[config.mk]
export PLATFORM = sky130hd
export DESIGN_NAME = traffic_master
export DESIGN_NICKNAME = d
export VERILOG_FILES = /design/src/rtl/bus_pkg.sv /design/src/rtl/traffic_pattern_gen.sv /design/src/rtl/traffic_master.sv
export SDC_FILE = /design/constraint.sdc
export NUM_CORES = 1
export LEC_CHECK = 0
export CORE_MARGIN = 5
export CORE_UTILIZATION = 49
export CTS_CLUSTER_DIAMETER = 100
export CTS_CLUSTER_SIZE = 10
export DETAILED_ROUTE_END_ITERATION = 8
export GPL_TIMING_DRIVEN = 0
export PLACE_DENSITY_LB_ADDON = 0.05
export SYNTH_ARGS = -nofsm -noshare
export SYNTH_HDL_FRONTEND = slang
export SYNTH_SLANG_ARGS = --single-unit
[constraint.sdc]
create_clock -name clk -period 2.5 [get_ports clk]
set_input_delay 0.5 -clock clk [delete_from_list [all_inputs] [get_ports clk]]
set_output_delay 0.5 -clock clk [all_outputs]
set_load 0.05 [all_outputs]
[src/rtl/bus_pkg.sv]
`default_nettype none
// ============================================================================
// Package  : bus_pkg
// Shared FSM states, burst mode encodings and LFSR taps for traffic_master.
// Revision : 1.0
// ============================================================================
package bus_pkg;

  typedef enum logic [2:0] {
    ST_IDLE   = 3'd0,
    ST_ISSUE  = 3'd1,
    ST_WAIT   = 3'd2,
    ST_CHECK  = 3'd3,
    ST_NEXTPH = 3'd4,
    ST_FIN    = 3'd5
  } state_t;

  localparam logic [1:0] MODE_WR  = 2'b00;
  localparam logic [1:0] MODE_RD  = 2'b01;
  localparam logic [1:0] MODE_WRV = 2'b10;

  localparam logic [7:0] PATTERN_BASE = 8'hA5;

  // Right-shifting Galois taps; maximal-length where a known value exists.
  function automatic logic [31:0] lfsr_taps(input int width);
    case (width)
      4:       return 32'h0000_0009;
      5:       return 32'h0000_0012;
      6:       return 32'h0000_0021;
      7:       return 32'h0000_0041;
      8:       return 32'h0000_00B8;
      16:      return 32'h0000_B400;
      32:      return 32'h8020_0003;
      default: return (32'h1 << (width - 1)) | 32'h1;
    endcase
  endfunction

endpackage
`default_nettype wire

[src/rtl/traffic_pattern_gen.sv]
`default_nettype none
// ============================================================================
// Module   : traffic_pattern_gen
// Data pattern source: incrementing from 0xA5, or a Galois LFSR seeded with 1
// when TRAFFIC_MASTER_LFSR_EN is defined. Revision : 1.0
// ============================================================================
module traffic_pattern_gen
  import bus_pkg::*;
#(
  parameter int DATA_WIDTH = 8
) (
  input  logic                  clk,
  input  logic                  rst,
  input  logic                  seed,
  input  logic                  step,
  output logic [DATA_WIDTH-1:0] value
);

  logic [DATA_WIDTH-1:0] value_q, value_d;

`ifdef TRAFFIC_MASTER_LFSR_EN
  localparam logic [DATA_WIDTH-1:0] TAPS = DATA_WIDTH'(lfsr_taps(DATA_WIDTH));

  always_comb begin
    value_d = value_q;
    if (seed) begin
      value_d = DATA_WIDTH'(1);
    end else if (step) begin
      value_d = (value_q >> 1) ^ (value_q[0] ? TAPS : '0);
    end
  end
`else
  always_comb begin
    value_d = value_q;
    if (seed) begin
      value_d = DATA_WIDTH'(PATTERN_BASE);
    end else if (step) begin
      value_d = value_q + DATA_WIDTH'(1);
    end
  end
`endif

  always_ff @(posedge clk) begin
    if (rst) begin
      value_q <= '0;
    end else begin
      value_q <= value_d;
    end
  end

  assign value = value_q;

endmodule
`default_nettype wire

[src/rtl/traffic_master.sv]
`default_nettype none
// ============================================================================
// Module   : traffic_master
// Burst write / read / write+verify traffic generator, round-robin over slaves.
// TRAFFIC_MASTER_LFSR_EN selects LFSR data.  Revision : 1.0
// ============================================================================
module traffic_master
  import bus_pkg::*;
#(
  parameter int ADDR_WIDTH           = 16,
  parameter int DATA_WIDTH           = 8,
  parameter int SLAVE_MEM_ADDR_WIDTH = 12,
  parameter int SLAVE_COUNT          = 3,
  parameter int LEN_WIDTH            = 8,
  parameter int TIMEOUT_CYCLES       = 1024
) (
  input  logic                            clk,
  input  logic                            rst,
  input  logic                            start,
  input  logic [1:0]                      mode,
  input  logic [LEN_WIDTH-1:0]            burst_len,
  input  logic [SLAVE_MEM_ADDR_WIDTH-1:0] base_off,
  output logic                            ready,
  output logic                            done,
  output logic [15:0]                     err_count,
  output logic                            timeout,
  output logic [ADDR_WIDTH-1:0]           daddr,
  output logic [DATA_WIDTH-1:0]           dwdata,
  input  logic [DATA_WIDTH-1:0]           drdata,
  output logic                            dmode,
  output logic                            dvalid,
  input  logic                            dready
);

  localparam int SID_W = ADDR_WIDTH - SLAVE_MEM_ADDR_WIDTH;
  localparam int TMR_W = $clog2(TIMEOUT_CYCLES + 1);
  localparam logic [SID_W-1:0] SID_LAST = SID_W'(SLAVE_COUNT - 1);
  localparam logic [TMR_W-1:0] TMR_LAST = TMR_W'(TIMEOUT_CYCLES - 1);

  state_t                          state_q, state_d;
  logic [1:0]                      mode_q, mode_d;
  logic [LEN_WIDTH-1:0]            len_q, len_d, idx_q, idx_d;
  logic [SLAVE_MEM_ADDR_WIDTH-1:0] base_q, base_d, off_q, off_d;
  logic [SID_W-1:0]                sid_q, sid_d;
  logic                            dmode_q, dmode_d, dvalid_q, dvalid_d;
  logic                            tout_q, tout_d, dready_q;
  logic [TMR_W-1:0]                timer_q, timer_d;
  logic [DATA_WIDTH-1:0]           rdata_q, rdata_d, pat_value;
  logic [15:0]                     err_q, err_d;
  logic                            pat_seed, pat_step, xfer_done, verify_rd;

  traffic_pattern_gen #(
    .DATA_WIDTH(DATA_WIDTH)
  ) u_pattern (
    .clk  (clk),
    .rst  (rst),
    .seed (pat_seed),
    .step (pat_step),
    .value(pat_value)
  );

  assign verify_rd = (mode_q == MODE_WRV) && !dmode_q;

  always_comb begin
    state_d   = state_q;
    mode_d    = mode_q;
    len_d     = len_q;
    base_d    = base_q;
    idx_d     = idx_q;
    sid_d     = sid_q;
    off_d     = off_q;
    dmode_d   = dmode_q;
    dvalid_d  = 1'b0;
    tout_d    = tout_q;
    timer_d   = timer_q;
    rdata_d   = rdata_q;
    err_d     = err_q;
    pat_seed  = 1'b0;
    pat_step  = 1'b0;
    xfer_done = 1'b0;

    case (state_q)
      ST_IDLE: begin
        if (start) begin
          mode_d   = (mode == 2'b11) ? MODE_RD : mode;
          len_d    = (burst_len == '0) ? LEN_WIDTH'(1) : burst_len;
          base_d   = base_off;
          off_d    = base_off;
          idx_d    = '0;
          sid_d    = '0;
          err_d    = '0;
          tout_d   = 1'b0;
          dmode_d  = (mode == MODE_WR) || (mode == MODE_WRV);
          pat_seed = 1'b1;
          state_d  = ST_ISSUE;
        end
      end
      ST_ISSUE: begin
        if (dready) begin
          dvalid_d = 1'b1;
          timer_d  = '0;
          state_d  = ST_WAIT;
        end
      end
      ST_WAIT: begin
        // dready was high on issue, so a rising edge marks the slave finishing.
        if (dready && !dready_q) begin
          rdata_d = drdata;
          if (verify_rd) state_d = ST_CHECK;
          else           xfer_done = 1'b1;
        end else if (timer_q == TMR_LAST) begin
          tout_d    = 1'b1;
          xfer_done = 1'b1;
        end else begin
          timer_d = timer_q + TMR_W'(1);
        end
      end
      ST_CHECK: begin
        if ((rdata_q != pat_value) && (err_q != 16'hFFFF)) err_d = err_q + 16'd1;
        xfer_done = 1'b1;
      end
      ST_NEXTPH: begin
        idx_d    = '0;
        sid_d    = '0;
        off_d    = base_q;
        dmode_d  = 1'b0;
        pat_seed = 1'b1;
        state_d  = ST_ISSUE;
      end
      ST_FIN:  state_d = ST_IDLE;
      default: state_d = ST_IDLE;
    endcase

    if (xfer_done) begin
      if (idx_q == len_q - LEN_WIDTH'(1)) begin
        state_d = ((mode_q == MODE_WRV) && dmode_q) ? ST_NEXTPH : ST_FIN;
      end else begin
        idx_d    = idx_q + LEN_WIDTH'(1);
        pat_step = 1'b1;
        state_d  = ST_ISSUE;
        if (sid_q == SID_LAST) begin
          sid_d = '0;
          off_d = off_q + SLAVE_MEM_ADDR_WIDTH'(1);
        end else begin
          sid_d = sid_q + SID_W'(1);
        end
      end
    end
  end

  always_ff @(posedge clk) begin
    if (rst) begin
      state_q  <= ST_IDLE;
      mode_q   <= MODE_WR;
      len_q    <= LEN_WIDTH'(1);
      base_q   <= '0;
      idx_q    <= '0;
      sid_q    <= '0;
      off_q    <= '0;
      dmode_q  <= 1'b0;
      dvalid_q <= 1'b0;
      tout_q   <= 1'b0;
      timer_q  <= '0;
      rdata_q  <= '0;
      err_q    <= '0;
      dready_q <= 1'b1;
    end else begin
      state_q  <= state_d;
      mode_q   <= mode_d;
      len_q    <= len_d;
      base_q   <= base_d;
      idx_q    <= idx_d;
      sid_q    <= sid_d;
      off_q    <= off_d;
      dmode_q  <= dmode_d;
      dvalid_q <= dvalid_d;
      tout_q   <= tout_d;
      timer_q  <= timer_d;
      rdata_q  <= rdata_d;
      err_q    <= err_d;
      dready_q <= dready;
    end
  end

  assign ready     = (state_q == ST_IDLE);
  assign done      = (state_q == ST_FIN);
  assign err_count = err_q;
  assign timeout   = tout_q;
  assign daddr     = {sid_q, off_q};
  assign dwdata    = pat_value;
  assign dmode     = dmode_q;
  assign dvalid    = dvalid_q;

endmodule
`default_nettype wire
; ---- Yosys cells after proc, flatten, opt, wreduce, memory -nomap -nowiden
; Cells that the tools add are included.
[word_totals]
wordCells = 120
regBits = 96
output_inout_bits = 45
inputBits = 34
[op_classes]
add_sub_neg = 7
n_reduce_logical = 24
n_eq_ne = 24
n_mux = 48
n_bitwise = 1
[ops]
columns = op, count
row1 = $mux 12, 4
row2 = $mux 8, 6
row3 = $mux 11, 3
row4 = $mux 16, 2
row5 = $pmux 16 s2, 1
row6 = $pmux 12 s2, 1
row7 = $pmux 11 s2, 1
row8 = $mux 3, 6
row9 = $add 16x1->16 const B, 1
row10 = $add 8x1->8 const B, 2
row11 = $mux 4, 4
row12 = $ne 16x16->1 const B, 1
row13 = $pmux 8 s2, 1
row14 = $pmux 3 s5, 1
row15 = $ne 2x2->1 const B, 7
row16 = $add 12x1->12 const B, 1
row17 = $mux 1, 12
row18 = $add 11x1->11 const B, 1
row19 = $eq 11x10->1 const B, 1
row20 = $reduce_bool 2->1, 5
row21 = $ne 3x3->1 const B, 3
row22 = $eq 8x8->1, 1
row23 = $logic_not 8->1, 1
row24 = $ne 8x8->1, 1
row25 = other kinds (22), 37

; ---- Longest topological paths before layout
; Gate-level depths: netlist (run 1).
[depth]
ltp_word = 8
mapped_depth = 10
mapped_depth_nobuf = 8

; ---- Hierarchy
; A second synthesis (run 1) with hierarchy kept.
[unflattened]
cells_unflattened = 640
area_unflattened_um2 = 5088.6
[by_module_without_submodules]
columns = mod, n_inst, area_per_inst_um2, seq_area_each_um2, cells_each
row1 = traffic_master, 1, 4729.5, 1761.7, 602
row2 = traffic_pattern_gen, 1, 359.1, 160.2, 38

; ---- Least setup slack after synthesis (run 1)
; Ideal clock, no wire load.
[synth_path]
kind = register to register
from = register state_q[1]
to = register err_q[14], in the netlist err_count[14]
setup_time_ns = 0.070
period_less_slack_ns = 2.907
arrival_ns = 2.836
t_required_ns = 2.430
path_buffers = 1
path_stages_with_launch = 7
path_slack_ns = -0.407
path_cell_list = dfxtp_1 clkbuf_1 nor3_1 and2_0 a21oi_2 or4b_2 a21oi_1
[synth_between]
elab_chain_len = 3
elab_cells_between_ends = 7
classes_between = eq/ne: 3 / mux: 1 / reduce/logical: 3
[synth_lines]
columns = element, line_no
row1 = "start, declared", traffic_master.sv:40  ; state_t state_q, state_d;
row2 = "start signal, assigned", traffic_master.sv:168  ; state_q <= state_d;
row3 = $logic_not 3->1 (*), -
row4 = net ready, traffic_master.sv:23  ; output logic ready,
row5 = $ne 2x2->1 (no line) or $reduce_bool 2->1 (tied branches), -
row6 = $reduce_and 3->1 (no line), -
row7 = "end signal, assigned", traffic_master.sv:180  ; err_q <= err_d;
row8 = "end, declared", traffic_master.sv:49  ; logic [15:0] err_q, err_d;
; The timed path passes the listed nets; every way through them passes the cells marked *.
; A chain may end at the register's enable or synchronous reset.

; ---- Worst setup path in the final report (run 1)
[layout_path]
from = register len_q[1]
to = register off_q[0]
[layout_between]
elab_chain_len = 4
[layout_lines]
columns = element, line_no
row1 = "start, declared", traffic_master.sv:42  ; logic [LEN_WIDTH-1:0] len_q, len_d, idx_q, idx_d;
row2 = "start signal, assigned", traffic_master.sv:170  ; len_q <= len_d;
row3 = $sub 8x1->8, traffic_master.sv:135  ; if (idx_q == len_q - LEN_WIDTH'(1)) begin
row4 = $eq 8x8->1, traffic_master.sv:135
row5 = $mux 12, traffic_master.sv:135
row6 = $mux 12, traffic_master.sv:134  ; if (xfer_done) begin
row7 = "end signal, assigned", traffic_master.sv:159  ; off_q <= '0;
row8 = "end signal, assigned", traffic_master.sv:174  ; off_q <= off_d;
row9 = "end, declared", traffic_master.sv:43  ; logic [SLAVE_MEM_ADDR_WIDTH-1:0] base_q, base_d, off_q, off_d;
; No other way between the ends.

==> results of run 1 <==
final cells by class:
type                       count  area, um2
buffer                        32        173
clock buffer                  10        138
clock inverter                 6       48.8
fill                         901       3340
inverter                      10       42.5
multi-input combinational    465       2960
sequential                    96       1930
tap                          133        166
timing repair buffer          94        928
per-stage QoR:
stage / total power [mW] / util [%] / area [um2] / setup TNS, ps / hold slack, ps
after floorplan: 2.16 / - / 4870 / 0 / 436
after global placement: 2.41 / 59.8 / 5820 / -17550 / 442
after detailed placement: 2.42 / 59.9 / 5830 / -18370 / 449
after CTS: 3.44 / 63.1 / 6140 / 0 / 463
after global routing: 3.64 / 65.6 / 6390 / -292 / 484
final: 3.49 / 65.6 / 6390 / 0 / 460
cells in the final DEF, fill, tap and decap left out, drive strengths merged, types with 12 or more instances in the layout:
cell type / instances
nand2: 100
dfxtp: 96
clkdlybuf4s50: 76
a21oi: 58
clkbuf: 38
nor2: 31
o21ai: 25
nand3: 24
buf: 21
or3: 20
xor2: 17
nor3: 15
xnor2: 14
inv: 14
or4: 12
worst max path at each step:
stage	depth (start not counted)	from	endpoint	slack [ps]
6_report	10	len_q[1]$_SDFFE_PP0P_	off_q[0]$_SDFF_PP0_	40
5_1_grt	10	len_q[1]$_SDFFE_PP0P_	off_q[0]$_SDFF_PP0_	-70
4_1_cts	9	len_q[0]$_SDFFE_PP1P_	off_q[0]$_SDFF_PP0_	10
3_5_place_dp	8	dready	u_pattern.value[5]$_SDFFE_PP0P_	-500
3_3_place_gp	8	dready	u_pattern.value[5]$_SDFFE_PP0P_	-490
2_1_floorplan	7	err_count[4]$_SDFFE_PP0P_	err_count[1]$_SDFFE_PP0P_	10
synthesized netlist by cell type, types with 7 or more instances:
master and count:
sky130_fd_sc_hd__nor4b_1 8, sky130_fd_sc_hd__and3_1 10, sky130_fd_sc_hd__o21ai_0 25, sky130_fd_sc_hd__nand3_1 24, sky130_fd_sc_hd__dfxtp_1 96, sky130_fd_sc_hd__xnor2_1 14
sky130_fd_sc_hd__a31oi_1 10, sky130_fd_sc_hd__nand4_1 8, sky130_fd_sc_hd__and2_1 7, sky130_fd_sc_hd__or4_1 12, sky130_fd_sc_hd__xor2_1 17, sky130_fd_sc_hd__o221ai_1 7
sky130_fd_sc_hd__nor3_1 15, sky130_fd_sc_hd__nand2_1 99, sky130_fd_sc_hd__or3_1 20, sky130_fd_sc_hd__nor4_1 7, sky130_fd_sc_hd__a21oi_1 57, sky130_fd_sc_hd__o211ai_1 10
sky130_fd_sc_hd__nor2_1 31, sky130_fd_sc_hd__clkbuf_1 27, sky130_fd_sc_hd__a22oi_1 9, sky130_fd_sc_hd__inv_1 10
what timing repair did:
action / CTS / global route
buffers inserted: 4 / 10
endpoints found under the setup margin: 54 / 55
pin swaps: 2 / 20
cloned: 1 / 1
resized for setup: 22 / 42
kinds of logic after synthesis:
group	synth area share, %
xor gates and xnor gates	5.58
and+or+nand+nor	29.5
buffers and inverters	3.86
muxes	0.206
adders and majority gates	1.54
DFF	39.5
AOI/OAI and AO/OA	19.8
report_power, final:
part	switching, mW	total [mW]	internal, mW
Combinational	0.493	0.797	0.304
Clock	0.590	0.994	0.404
Sequential	0.0923	1.70	1.60
sequential cells by signal (all words and copies together) (netlist names):
register and cells:
sid_q 4, base_q 12, idx_q 8, state_q 3, timer_q 11, u_pattern.value 8
err_count 16, dmode 1, timeout 1, dvalid 1, len_q 8, mode_q 2
off_q 12, dready_q 1, rdata_q 8
layer usage:
metal | vias to the layer above | global-route usage [%] | wire (um)
met2 | 158 | 39.7 | 6950
met5 | - | 0 | 0
met4 | 0 | 8.37 | 263
met3 | 24 | 3.88 | 867
met1 | 2370 | 31.0 | 6100
li1 | 2416 | - | -
worst register-to-register path, delay by kind of cell, from the launching register on:
kind	cells	cell delay, ps
AND/OR/NAND/NOR	3	610
buffers and inverters	3	380
adder cells (fa/ha/maj)	1	140
AO/OA/AOI/OAI	3	880
flip-flops	1	380
==> impl_table.tex, run 1 <==
\begin{tabular}{lr}
\hline
Metric & Value \\
\hline
\multicolumn{2}{l}{\textbf{STA}} \\
\quad RSZ-0062 raised after global routing & true \\
\quad Slew Viols, Final & 0 \\
\quad Final critical-path share of the clock period & approximately 98\% \\
\quad Pin slew with the least headroom to its limit & 899 ps \\
\quad Post-Route Skew & approximately 14 ps \\
\quad Worst path setup slack after routing & around 43 ps \\
\quad Highest clock frequency the design can meet & 0.407 GHz \\
\quad Final number of setup-violating endpoints & 0 \\
\quad Hold Violations, Final & 0 \\
\quad Final worst path period need & about 2500 ps \\
\quad Max-slew headroom at the worst pin & between 30\% and 40\% \\
\multicolumn{2}{l}{\textbf{Worst setup path}} \\
\quad Critical path type & reg2reg \\
\quad Series of cell instances along the critical path & inv\_4 -> ha\_4 -> or3b\_4 -> a211oi\_2 -> nand3\_2 -> o31ai\_4 -> buf\_4 -> buf\_8 -> nor2\_1 -> a211oi\_1 \\
\quad CP Data Arrival Time & 2730 ps \\
\quad Buf+Inv Stages, Crit Path & 3 \\
\quad Destination of the worst register-to-register timing path & off\_q[0]\$\_SDFF\_PP0\_ \\
\quad Req. time, crit path & $\sim$2800 ps \\
\quad Startpoint of the worst-slack reg-to-reg timing path & len\_q[1]\$\_SDFFE\_PP0P\_ \\
\quad Kind of launch point of the worst setup path & flip-flop \\
\quad Max stage delay cell, worst path & sky130\_fd\_sc\_hd\_\_o31ai\_4 \\
\quad Crit path capture type & flip-flop \\
\quad Worst path max stage delay & between 400 and 500 ps \\
\quad Worst reg2reg setup slack & 40 ps \\
\quad Cell family with most CP delay & compound AO/OA/AOI/OAI gates \\
\quad Crit path max fanout & 10 \\
\quad Worst-case reg-to-reg path depth & 10 \\
\multicolumn{2}{l}{\textbf{Clock network}} \\
\quad Worst-case clock buffer depth & 2 \\
\quad Clock sink count & 96 \\
\quad Worst skew pair latency & 370 ps \\
\quad Worst-path clk slew & approximately 110 ps \\
\quad TritonCTS buffer count & 9 \\
\quad CTS tree & done \\
\quad Number of hold-repair buffers added at the cts stage & 0 \\
\quad Clock root buffer & sky130\_fd\_sc\_hd\_\_clkbuf\_8 \\
\quad Maximum level of the CTS H-tree & 3 \\
\multicolumn{2}{l}{\textbf{Yosys}} \\
\quad Count of warnings emitted by yosys & 0 \\
\quad Sequential fraction of the synthesis area & between 30 and 40\% \\
\quad Post-Syn Instances & between 600 and 700 \\
\quad Cell type with the highest aggregate area in the netlist & sky130\_fd\_sc\_hd\_\_dfxtp\_1 \\
\quad Cells taking the most area after synthesis & sky130\_fd\_sc\_hd\_\_dfxtp\_1 (39\%), sky130\_fd\_sc\_hd\_\_nand2\_1 (7.6\%), sky130\_fd\_sc\_hd\_\_a21oi\_1 (5.9\%) \\
\quad Post-synth cell types & 60 \\
\quad Mean area per synthesized cell & slightly above 8 um2 \\
\quad Fraction of post-synthesis cell area in the top cell type by area & about two fifths \\
\quad Net count of the mapped netlist & between 600 and 700 \\
\quad Commonest register cell after synthesis & sky130\_fd\_sc\_hd\_\_dfxtp\_1 \\
\quad Cell area after synthesis & just under 5000 um2 \\
\quad Post-synth EDFFs & 0 \\
\quad Yosys reg bits & 96 \\
\quad Asr flop ratio synth & 0\% \\
\multicolumn{2}{l}{\textbf{Placed design}} \\
\quad Placed cells & 816 \\
\quad Gp weighted congestion & around 0.85 \\
\quad Half-perimeter wire length of the detailed placement result & $\sim$10000 um \\
\quad Pre-CTS WS & -502 ps \\
\quad Port Buffer Count & 78 \\
\multicolumn{2}{l}{\textbf{Floorplan}} \\
\quad Height of the chip & between 100 and 150 um \\
\quad Initial standard-cell utilization of the core & between 50\% and 60\% \\
\quad Area of the core & around 9700 um2 \\
\quad Horizontal extent of the die & around 110 um \\
\quad Top-level port count & 79 \\
\quad Standard-cell row count & 36 \\
\quad Area of the die & roughly 12000 um2 \\
\multicolumn{2}{l}{\textbf{Route}} \\
\quad Number of remaining DRC errors & 0 \\
\quad Post-DR vias/cell & between 5 and 6 \\
\quad Total routed wirelength & between 10000 and 15000 um \\
\quad Post-detailed-route count of antenna-violating nets & 0 \\
\quad Detail-routed net length per standard cell & approximately 17 um \\
\quad Length of the first detailed-routing pass in iterations & 5 \\
\quad Number of DRC violations after detailed-routing iteration 0 & approximately 380 \\
\quad Routed via count & around 5000 \\
\multicolumn{2}{l}{\textbf{Global routing}} \\
\quad Maximum number of pins on one net before global-route repair & 18 \\
\quad Remaining Overflow, GRT & 0 \\
\quad Global-route wire length before repair & roughly 23000 um \\
\quad GRT Util Overall & between 20\% and 30\% \\
\quad Number of global-route vias before repair & $\sim$4700 \\
\quad Antenna violations before repair & 0 \\
\multicolumn{2}{l}{\textbf{Finish}} \\
\quad Final Non-Filler Cells & around 850 \\
\quad Final net count & 748 \\
\quad Final antenna diode count & 0 \\
\quad Synthesis-to-layout area growth & 31.2\% \\
\quad Share of cells above drive strength 1 & 11.6\% \\
\multicolumn{2}{l}{\textbf{Power and ir drop}} \\
\quad Maximum resistive drop on vdd & 0.000288 V \\
\quad Power per Cell Area & 546 nW/um2 \\
\quad Leakage power total & roughly 2.1 nW \\
\multicolumn{2}{l}{\textbf{Flow run}} \\
\quad Number of max-cap violations & 0 \\
\multicolumn{2}{l}{\textbf{Min path}} \\
\quad Source of the worst hold timing path & base\_q[8]\$\_SDFFE\_PP0P\_ \\
\quad Hold Path Cell Cnt & 2 \\
\quad Hold worst-path end & base\_q[8]\$\_SDFFE\_PP0P\_ \\
\quad Tightest Hold Check Type & reg2reg \\
\multicolumn{2}{l}{\textbf{Outcome}} \\
\quad Result of the run & finished clean \\
\hline
\end{tabular}
Power figures use the tool's default switching activity.
==> run 2, diff against run 1 <==
- SLEW_MARGIN: unset -> 0
==> results of run 2 <==
Same layout as run 1: the final DEF is identical, and so are final timing and power.
